--- config.mk ---
export PLATFORM = sky130hd
export DESIGN_NAME = student_fir_collector
export DESIGN_NICKNAME = d
export VERILOG_FILES = /design/src/rtl/student_fir_pkg.sv /design/src/rtl/student_edge_detect.sv /design/src/rtl/student_fir_collector.sv
export SDC_FILE = /design/constraint.sdc
export NUM_CORES = 1
export LEC_CHECK = 0
export ABC_AREA = 1
export CORE_MARGIN = 4
export CORE_UTILIZATION = 55
export CTS_CLUSTER_DIAMETER = 80
export DETAILED_ROUTE_END_ITERATION = 10
export HOLD_SLACK_MARGIN = 0.03
export PLACE_DENSITY = 0.85
export SETUP_SLACK_MARGIN = 0.1
export SYNTH_ARGS = -nofsm -noshare
export SYNTH_HDL_FRONTEND = slang
export SYNTH_SLANG_ARGS = --single-unit
export TNS_END_PERCENT = 50
--- constraint.sdc ---
create_clock -name clk_i -period 6.46 [get_ports clk_i]
set_clock_uncertainty 0.2 [all_clocks]
set_input_delay 0.646 -clock clk_i [delete_from_list [all_inputs] [get_ports clk_i]]
set_output_delay 0.646 -clock clk_i [all_outputs]
set_load 0.01 [all_outputs]
--- src/rtl/student_fir_pkg.sv ---
// Shared types and helpers for the FIR slice collector: FSM state encoding,
// accumulator sizing and the output limiter used when saturation is enabled.
package student_fir_pkg;

  typedef enum logic [1:0] {
    IDLE  = 2'd0,
    SUM   = 2'd1,
    ROUND = 2'd2,
    OUT   = 2'd3
  } collector_state_t;

  // Room for NUM_FIR full-width lanes plus one bit so rounding cannot overflow.
  function automatic int acc_width(input int data_size, input int num_fir);
    return 2 * data_size + $clog2(num_fir) + 1;
  endfunction

  function automatic logic signed [63:0] sat_limit(input logic signed [63:0] value,
                                                   input int width);
    logic signed [63:0] hi;
    logic signed [63:0] lo;
    hi = (64'sd1 <<< (width - 1)) - 64'sd1;
    lo = -hi - 64'sd1;
    if (value > hi) return hi;
    if (value < lo) return lo;
    return value;
  endfunction

endpackage

--- src/rtl/student_edge_detect.sv ---
// 1-bit rising-edge detector; rise is high for the cycle in which level
// goes 0 -> 1 relative to the previous clock.
module student_edge_detect (
  input  logic clk,
  input  logic rst,
  input  logic level,
  output logic rise
);

  logic prev_q;

  always_ff @(posedge clk or posedge rst) begin
    if (rst) prev_q <= 1'b0;
    else     prev_q <= level;
  end

  assign rise = level & ~prev_q;

endmodule

--- src/rtl/student_fir_collector.sv ---
// Collects NUM_FIR FIR slice results, sums them one lane per cycle, rounds and
// scales to one output sample. Define STUDENT_FIR_COLLECTOR_SAT_EN to clamp
// instead of wrap when the scaled sum exceeds the DATA_SIZE range.
module student_fir_collector
  import student_fir_pkg::*;
#(
  parameter int NUM_FIR   = 4,
  parameter int DATA_SIZE = 16,
  parameter int OUT_SHIFT = 15
) (
  input  logic                           clk_i,
  input  logic                           rst_i,
  input  logic [NUM_FIR-1:0]             fir_valid_i,
  input  logic [NUM_FIR*DATA_SIZE*2-1:0] fir_y_i,
  output logic [DATA_SIZE-1:0]           sample_o,
  output logic                           valid_strobe_o,
  output logic                           busy_o,
  output logic                           overrun_o
);

  localparam int LANE_W   = 2 * DATA_SIZE;
  localparam int ACC_W    = acc_width(DATA_SIZE, NUM_FIR);
  localparam int IDX_W    = (NUM_FIR > 1) ? $clog2(NUM_FIR) : 1;
  localparam int RND_SH   = (OUT_SHIFT > 0) ? OUT_SHIFT - 1 : 0;
  localparam logic signed [ACC_W:0] ROUND_C =
    (OUT_SHIFT > 0) ? ((ACC_W + 1)'(1) << RND_SH) : '0;
  localparam logic [IDX_W-1:0] LAST_IDX = IDX_W'(NUM_FIR - 1);

  collector_state_t         state_q, state_d;
  logic [IDX_W-1:0]         idx_q;
  logic signed [ACC_W-1:0]  acc_q;
  logic [NUM_FIR-1:0]       pending_q;
  logic [NUM_FIR-1:0]       rise;
  logic [LANE_W-1:0]        capture_q [NUM_FIR];
  logic signed [ACC_W:0]    rounded;
  logic [DATA_SIZE-1:0]     limited;

  for (genvar k = 0; k < NUM_FIR; k++) begin : g_edge
    student_edge_detect u_edge (
      .clk   (clk_i),
      .rst   (rst_i),
      .level (fir_valid_i[k]),
      .rise  (rise[k])
    );
  end

  // One extra bit so adding the half-LSB rounding constant never wraps.
  assign rounded = $signed({acc_q[ACC_W-1], acc_q}) + ROUND_C;

`ifdef STUDENT_FIR_COLLECTOR_SAT_EN
  assign limited = DATA_SIZE'(sat_limit(64'(rounded >>> OUT_SHIFT), DATA_SIZE));
`else
  assign limited = DATA_SIZE'(rounded >>> OUT_SHIFT);
`endif

  // NOTE: every output and next-state variable gets a default before the case,
  // so no path leaves one unassigned and no latch is inferred.
  always_comb begin
    state_d        = state_q;
    busy_o         = 1'b0;
    valid_strobe_o = 1'b0;
    unique case (state_q)
      IDLE:  if (&pending_q) state_d = SUM;
      SUM: begin
        busy_o = 1'b1;
        if (idx_q == LAST_IDX) state_d = ROUND;
      end
      ROUND: begin
        busy_o  = 1'b1;
        state_d = OUT;
      end
      OUT: begin
        busy_o         = 1'b1;
        valid_strobe_o = 1'b1;
        state_d        = IDLE;
      end
      default: state_d = IDLE;
    endcase
  end

  // NOTE: sequential state uses non-blocking assignments so every register
  // samples the pre-edge values, independent of statement order.
  always_ff @(posedge clk_i or posedge rst_i) begin
    if (rst_i) begin
      state_q   <= IDLE;
      idx_q     <= '0;
      acc_q     <= '0;
      pending_q <= '0;
      sample_o  <= '0;
      overrun_o <= 1'b0;
      // NOTE: the capture bank is small and must come up cleared, so it is
      // reset like ordinary flops rather than treated as a RAM.
      for (int k = 0; k < NUM_FIR; k++) capture_q[k] <= '0;
    end else begin
      state_q   <= state_d;
      overrun_o <= |(rise & pending_q);

      // A lane still waiting to be summed keeps its first value.
      for (int k = 0; k < NUM_FIR; k++) begin
        if (rise[k] && !pending_q[k]) begin
          capture_q[k] <= fir_y_i[k*LANE_W +: LANE_W];
          pending_q[k] <= 1'b1;
        end else if (state_q == SUM && idx_q == IDX_W'(k)) begin
          pending_q[k] <= 1'b0;
        end
      end

      unique case (state_q)
        IDLE: begin
          acc_q <= '0;
          idx_q <= '0;
        end
        SUM: begin
          acc_q <= acc_q + ACC_W'($signed(capture_q[idx_q]));
          idx_q <= idx_q + 1'b1;
        end
        ROUND:   sample_o <= limited;
        default: ;
      endcase
    end
  end

endmodule

Yosys cells after proc, flatten, opt, wreduce, memory -nomap -nowiden --
Cells that the tools add are included.
Cells by class: add/sub/neg operators 3, magnitude comparators 1, equal/unequal tests 8, muxes and demuxes 18, bitwise operators 10, reduce and logical (&&, ||, !) cells 23
Operators by type and width (number):
- 35-bit one-hot mux with 2 select lines | 1
- 32-bit binary-select mux with 2-bit select | 1
- 32-bit two-way mux | 2
- 35-bit by 32-bit adder with 35-bit output | 1
- 31-bit by 16-bit adder with 31-bit output (second input constant) | 1
- 1-bit two-way mux | 10
- 2-bit nonzero test | 5
- 2-bit equality test (second input constant) | 4
- 1-bit logical AND | 8
- 2-bit one-hot mux with 4 select lines | 1
- 1-bit AND | 4
- 4-bit AND | 1
- 2-bit by 1-bit equality test with 1-bit output (second input constant) | 2
- 1-bit logical NOT | 4
- 2-bit logical NOT | 2
- 2-bit two-way mux | 2
- 1-bit NOT | 4
- 2-bit one-hot mux with 2 select lines | 1
- 4-bit AND reduction | 1
- 4-bit OR reduction | 1
- 3-bit >= comparator (second input constant) | 1
- 2-bit NOT with 3-bit output | 1
- 3-bit OR reduction | 1
- 2-bit by 1-bit adder with 2-bit output (second input constant) | 1
- other kinds (3) | 3
Word-level totals: register bits 192, bits of input ports 134, output and inout port bits 19, word-level logic and storage cells 80

Logic depth before layout (Yosys ltp) --
Gate-level depths: netlist of run 1.
depth in word-level cells 6, gate-level depth with buffers 17, depth with buffers taken out 16

By module --
Synthesis of run 1 repeated with hierarchy kept, for this count alone.
Unflattened totals: cell total of the unflattened synthesis 1227, area total of the unflattened synthesis 10321.1 µm²
By module, submodules not included:
- student_fir_collector | times used 1, cells each 1211, area each 10166.0 µm², seq. area each 4504.3 µm²
- student_edge_detect | times used 4, cells each 4, area each 38.8 µm², seq. area each 25.0 µm²

Least setup slack after synthesis of run 1 --
OpenSTA, ideal clock, no wires.
path type flip-flop to flip-flop, from reg idx_q[0], to reg acc_q[20], library setup time 128 ps, data arrival time 2391 ps, data required time 6132 ps, slack 3742 ps, cell stages (with the launch flop) 18, path buffers 2, period minus slack after synthesis 2718 ps, cells stage by stage dfrtp_1 > buf_2 > clkbuf_1 > o21ai_0 > o22ai_1 > ha_1 > inv_1 > fa_1 > inv_1 > nand3_1 > nand3_1 > nand2_1 > nand3_1 > nand2_1 > nand2_1 > nand2_1 > nand3_1 > o21ai_0
On the way: word-level cells in the longest chain between the ends 6
RTL lines:
- start: declaration | RTL line student_fir_collector.sv:30 | logic [IDX_W-1:0] idx_q;
- start signal: assignment | RTL line student_fir_collector.sv:115 | idx_q <= idx_q + 1'b1;
- 2-bit NOT with 3-bit output (not written as such) | RTL line student_fir_collector.sv:114 | acc_q <= acc_q + ACC_W'($signed(capture_q[idx_q]));
- 32-bit binary-select mux with 2-bit select | RTL line student_fir_collector.sv:114
- 32-bit two-way mux (not written as such) (2 in series) | RTL line student_fir_collector.sv:114
- 35-bit by 32-bit adder with 35-bit output | RTL line student_fir_collector.sv:114
- 35-bit one-hot mux with 2 select lines | RTL line student_fir_collector.sv:108 | unique case (state_q)
- end signal: assignment | RTL line student_fir_collector.sv:114
- end: declaration | RTL line student_fir_collector.sv:31 | logic signed [ACC_W-1:0] acc_q;
No other way between the ends. The select of a mux whose other input is x is not followed. A chain may end at the register's enable or synchronous reset.

Final worst setup path of run 1 --
Same ends and word-level chain as after synthesis.

==> results of run 1 <==
## worst max-delay path: stages (launching register included)
cell      delay, ps
dfrtp_2         400
clkinv_1        140
buf_4           520
o21ai_0         250
o22ai_1         180
ha_1            260
inv_1            70
fa_1            350
inv_1           170
nand3_1         100
nand3_1         170
nand2_1          80
nand3_1         180
nand2_1         100
nand2_1          70
nand2_1          40
nand3_1          80
o21ai_0         120
## power by group
| group | switching [mW] | internal (mW) |
|---|---|---|
| sequential | 0.339 | 1.69 |
| combinational | 2.12 | 1.35 |
| clock | 0.490 | 0.552 |
## worst max path at each step
stage                   from        end  slack, ps  depth (start not counted)
detailed placement  idx_q[0]  acc_q[20]       2920                         17
CTS                 idx_q[0]  acc_q[20]       2900                         17
floorplan              rst_i   acc_q[0]        610                          1
global placement    idx_q[0]  acc_q[20]       2990                         17
finish              idx_q[0]  acc_q[20]       2820                         17
global route        idx_q[0]  acc_q[20]       2570                         17
## layout by cell type, fill, tap and decap left out, drive strengths merged, types with 2 or more instances in the layout
| cell type | netlist | final |
|---|---|---|
| nor2 | 113 | 113 |
| buf | 16 | 11 |
| nor4 | 2 | 2 |
| o22ai | 30 | 30 |
| or2 | 2 | 2 |
| dfrtp | 184 | 184 |
| xnor2 | 6 | 6 |
| clkdlybuf4s50 | 0 | 148 |
| xor2 | 10 | 10 |
| nor3 | 4 | 4 |
| nand4 | 8 | 8 |
| nand2 | 330 | 330 |
| nand3 | 53 | 53 |
| clkinv | 2 | 9 |
| inv | 130 | 136 |
| a21oi | 32 | 32 |
| clkbuf | 24 | 18 |
| o21bai | 2 | 2 |
| o21ai | 90 | 90 |
| ha | 40 | 40 |
| mux2 | 123 | 123 |
## layer usage
| layer | global-route usage | vias up |
|---|---|---|
| met5 | 0 | - |
| li1 | - | 4234 |
| met4 | 0.0952 | 0 |
| met3 | 0.0460 | 61 |
| met1 | 0.362 | 4261 |
| met2 | 0.445 | 359 |
## area by class of cell
cell class | count | area [µm²]
tap | 229 | 287
sequential | 184 | 4610
clock inverter | 14 | 136
fill | 1386 | 5640
timing repair buffer | 159 | 1560
inverter | 132 | 500
clock buffer | 18 | 439
multi-input combinational | 854 | 4980
## state kept, by name (all words and copies together), names as in the netlist
name,count
pending_q,4
idx_q,2
capture_q,124
state_q,2
acc_q,31
overrun_o,1
sample_o,16
g_edge.u_edge.prev_q,4
## cells by family (layout without fill, tap and decap cells)
family | Yosys count | count (layout)
multiplexers | 123 | 123
AND/OR/NAND/NOR | 514 | 514
AO/OA/AOI/OAI | 160 | 160
XOR/XNOR | 16 | 16
adder cells (fa/ha/maj) | 41 | 41
flip-flops | 184 | 184
buffers and inverters | 172 | 323
==> results.cfg, run 1 <==
[setup_path]
start_kind = flop
worst-r2r-setup-slack_ps = 2820
arrival_ps = 3740
crit_type = flop to flop
ff2ff_path_depth = 17
r2r_start = idx_q[0]
timing.rr.end = acc_q[20]
worstPathRequired_ps = 6570
crit_path_end_kind = flop
crit_fanout = 57

[layout]
post-route-cell-area_um2 = 12500
syn2layout_area_growth_pct = 22.1
antenna_cells = 0
post-route-util = 0.689
fin_nets = 1523
drive_gt1_frac = 0.131
instances_no_fill = 1590

[global_route]
grt_pass1_vias = 8838
grt_start_max_net_pins = 80
grt_overflow_total = 0
antenna_found_initial = 0
grt_usage = 0.270
grt_first_pass_wirelength_um = 43900

[synthesis]
synth.net_count = 1385
synth_edf_count = 0
yosys.area_share.adder = 0.0508
synth.area.mux_share = 0.135
ys_ff_latch = 184
synthCells = 1210
synth_seq_area_share = 0.450
ys.warnings.count = 0
ys_dominant_reg_cell = dfrtp_1
yosys-top-cells-count = nand2_1 (328), dfrtp_1 (184), inv_1 (130), mux2_2 (123), nor2_1 (109)
synthXorXnorAreaFrac = 0.0137
syn_area_um2 = 10200
synth_compound_area_frac = 0.0848
synth_area_leader_cell = dfrtp_1
synth_top_family_by_area = simple AND/OR/NAND/NOR gates
yosysMostFrequentCell = nand2_1
synthArstFlopShare = 1.00
yosys.cell_types.count = 36
synth_simple_gate_area_frac = 0.201
synth_area_leaders = dfrtp_1 (45%), mux2_2 (14%), nand2_1 (12%), ha_1 (4.9%), inv_1 (4.8%)
synth_top_area_frac = 0.450
synth_area_per_cell_um2 = 8.46

[cts]
postCtsSetupBuffers = 0
cts-htree-levels = 4
post_cts_resize_count = 0
numCtsBuffers = 17
cts_tree = yes
root_buffer = clkbuf_16
path_clk_slew_ps = 70
cts-hold-fix-buffers = 0
clkSinkCount = 184
cts_buffer_depth = 2
insertion_delay_ps = 440

[power_and_ir_drop]
power_density_nw_per_um2 = 523
total_power_mw = 6.54
power_leakage_nw = 6.13
ir_drop_mv = 0.316

[sta]
worst_pin_slew_ps = 1080
rsz0062_at_grt = no
setup-violations-final = 0
relSlewSlack = 0.280
fin_crit_ps = 3640
fmax_ghz = 0.275
setup-tns-final_ps = 0
fin_crit_sh = 0.563
hold_violations = 0
postLayoutSetupSlackWorst_ps = 2820
timing.hold.ws_ps = 286
slew_violations = 0

[placement]
place_ws_ps = 2920
dp_hpwl_um = 19800
dp.cells = 1558
place_area_um2 = 11900
gp_congestion = 0.925
port_buffers = 148

[detailed_routing]
ant_nets = 0
drtIter0Drc = 813
wire_per_inst_um = 17.3
viasPerCell = 5.61
vias = 8915
top_layer = met4
routed_wl_um = 27500
wl_met1_um = 11700
wl_met3_um = 1910
wl_met2_um = 13100
drc_errors = 0
firstDrtPassIters = 7

[run_status]
outcome = completed

[die]
chipWidth_um = 144
die_h_um = 144
initial_utilization = 0.564
core_area_um2 = 18100
pin_count = 153
die-area_um2 = 20900
rows = 49

[run]
cap_violations = 0

[worst_hold_path]
holdPathStages = 2
min-delay-start = sample_o[14]
min_path_type = flop to flop
min_to = sample_o[14]
No activity file was read; power rests on OpenSTA's default activity.
==> run 2, diff against run 1 <==
--- a/config.mk
+++ b/config.mk
@@ -7,11 +7,11 @@
 export LEC_CHECK = 0
 export ABC_AREA = 1
 export CORE_MARGIN = 4
-export CORE_UTILIZATION = 55
+export CORE_UTILIZATION = 50
 export CTS_CLUSTER_DIAMETER = 80
 export DETAILED_ROUTE_END_ITERATION = 10
 export HOLD_SLACK_MARGIN = 0.03
-export PLACE_DENSITY = 0.85
+export PLACE_DENSITY = 0.82
 export SETUP_SLACK_MARGIN = 0.1
 export SYNTH_ARGS = -nofsm -noshare
 export SYNTH_HDL_FRONTEND = slang
==> constraint.sdc (replaced) <==
create_clock -name clk_i -period 3.1 [get_ports clk_i]
set_clock_uncertainty 0.2 [all_clocks]
set_input_delay 0.31 -clock clk_i [delete_from_list [all_inputs] [get_ports clk_i]]
set_output_delay 0.31 -clock clk_i [all_outputs]
set_load 0.01 [all_outputs]
==> results.cfg, run 2 (synthesis gave the netlist of run 1 again) <==
[placement]
dp.cells = 1620
port_buffers = 148
gp_congestion = 0.957
dp_hpwl_um = 20200

[run]
cap_violations = 0

[cts]
cts_tree = yes
path_clk_slew_ps = 70
insertion_delay_ps = 440
cts-hold-fix-buffers = 0
cts-htree-levels = 4
clkSinkCount = 184
numCtsBuffers = 17
cts_buffer_depth = 2
root_buffer = clkbuf_16

[detailed_routing]
ant_nets = 0
drtIter0Drc = 731
wire_per_inst_um = 17.0
viasPerCell = 5.42
routed_wl_um = 28200
drc_errors = 0
vias = 8988
firstDrtPassIters = 5

[die]
rows = 52
initial_utilization = 0.508
pin_count = 153
core_area_um2 = 20200
die_h_um = 151
die-area_um2 = 22800
chipWidth_um = 151

[global_route]
grt_overflow_total = 0
grt_start_max_net_pins = 122
antenna_found_initial = 0
grt_first_pass_wirelength_um = 43200
grt_pass1_vias = 8567
grt_usage = 0.244

[power_and_ir_drop]
total_power_mw = 14.6
power_density_nw_per_um2 = 1120
power_leakage_nw = 6.37
combPwrFrac = 0.546
switching_power_mw = 6.46
power_frac_seq = 0.292
p_int_mw = 8.17
pwr-share-clk = 0.163
sw_frac_of_total = 0.442
ir_drop_mv = 0.508

[layout]
antenna_cells = 0
largest_register_ffs = 124
reg_top3 = capture_q x124, acc_q x31, sample_o x16
syn2layout_area_growth_pct = 27.9
regMostFlops = capture_q
fin_nets = 1550
final_common_cell = nand2_1
instances_no_fill = 1658
drive_gt1_frac = 0.175
layout_common_cells = nand2_1 (324), dfrtp_1 (183), clkdlybuf4s50_1 (148), inv_1 (128), mux2_2 (123)

[sta]
fin_crit_ps = 3030
fmax_ghz = 0.330
worst_pin_slew_ps = 869
slew_violations = 0
fin_crit_sh = 0.977
rsz0062_at_grt = yes
hold_violations = 0
setup-violations-final = 0
relSlewSlack = 0.413

[setup_path]
worstPathRequired_ps = 3230
start_kind = flop
crit_path_end_kind = flop
crit_type = flop to flop
arrival_ps = 3150
crit_fanout = 44
worst-r2r-setup-slack_ps = 70

[worst_hold_path]
min_path_type = primary input to async pin

[run_status]
outcome = completed
run 2: worst paths after layout:
kind | startpoint | end | cells after the start
max in group asynchronous | rst_i | capture_q[51] | 3
min in group clk_i | fir_valid_i[0] | g_edge[0].u_edge.prev_q | 1
hold / removal | rst_i | capture_q[70] | 3
hold reg to reg | sample_o[0] | sample_o[0] | 2
setup reg to reg | idx_q[0] | acc_q[27] | 15
setup / recovery | idx_q[0] | acc_q[27] | 15
run 2: power by group through the flow:
stage               Combinational [mW]  Clock, mW  Sequential (mW)
floorplan                         5.18          0             4.06
global placement                  7.15          0             4.17
detailed placement                7.37          0             4.26
CTS                               7.46       2.40             4.24
global route                      8.85       2.50             4.39
finish                            7.98       2.38             4.27
run 2: cell type report:
| type | instances | area (µm²) |
|---|---|---|
| repair buffers | 186 | 1860 |
| multi-input cells | 854 | 5130 |
| fillers | 1584 | 7070 |
| clock buffers | 18 | 439 |
| inverters | 132 | 503 |
| flip-flops and latches | 184 | 4610 |
| well taps | 270 | 338 |
| clock inverters | 14 | 213 |
run 2: repair_timing:
item,CTS,global route
cloned,0,1
setup buffers,0,5
setup endpoints to repair,1,22
pin swaps,0,7
resized for setup,1,47
run 2: critical path: stages, from the launching register on:
cell        delay [ps]
dfrtp_2            430
clkinvlp_4         190
buf_12             220
o21ai_0            350
o22ai_2            200
ha_1               410
nand2_1            120
nor2_2             130
inv_1               70
nor2_2             110
and2_1             130
nand2_1            100
nand2_1            100
nand2_1             50
nand3_1             70
nand2_1             50
run 2: metal layers:
metal	share of wire	track usage	vias to the layer above
li1	-	-	4278
met1	0.44	0.336	4336
met2	0.47	0.389	327
met3	0.067	0.0464	47
met4	0.023	0.0825	0
met5	0	0	-
run 2: stage by stage:
| step | instance area, µm² | hold WS [ps] | utilization | TNS [ps] | setup WS, ps |
|---|---|---|---|---|---|
| floorplan | 10200 | 141 | - | 0 | 225 |
| global placement | 12200 | 259 | 0.606 | 0 | 254 |
| detailed placement | 12200 | 265 | 0.606 | 0 | 177 |
| CTS | 12900 | 167 | 0.638 | 0 | 113 |
| global route | 13100 | 198 | 0.649 | -573 | -111 |
| finish | 13100 | 122 | 0.649 | 0 | 72.4 |
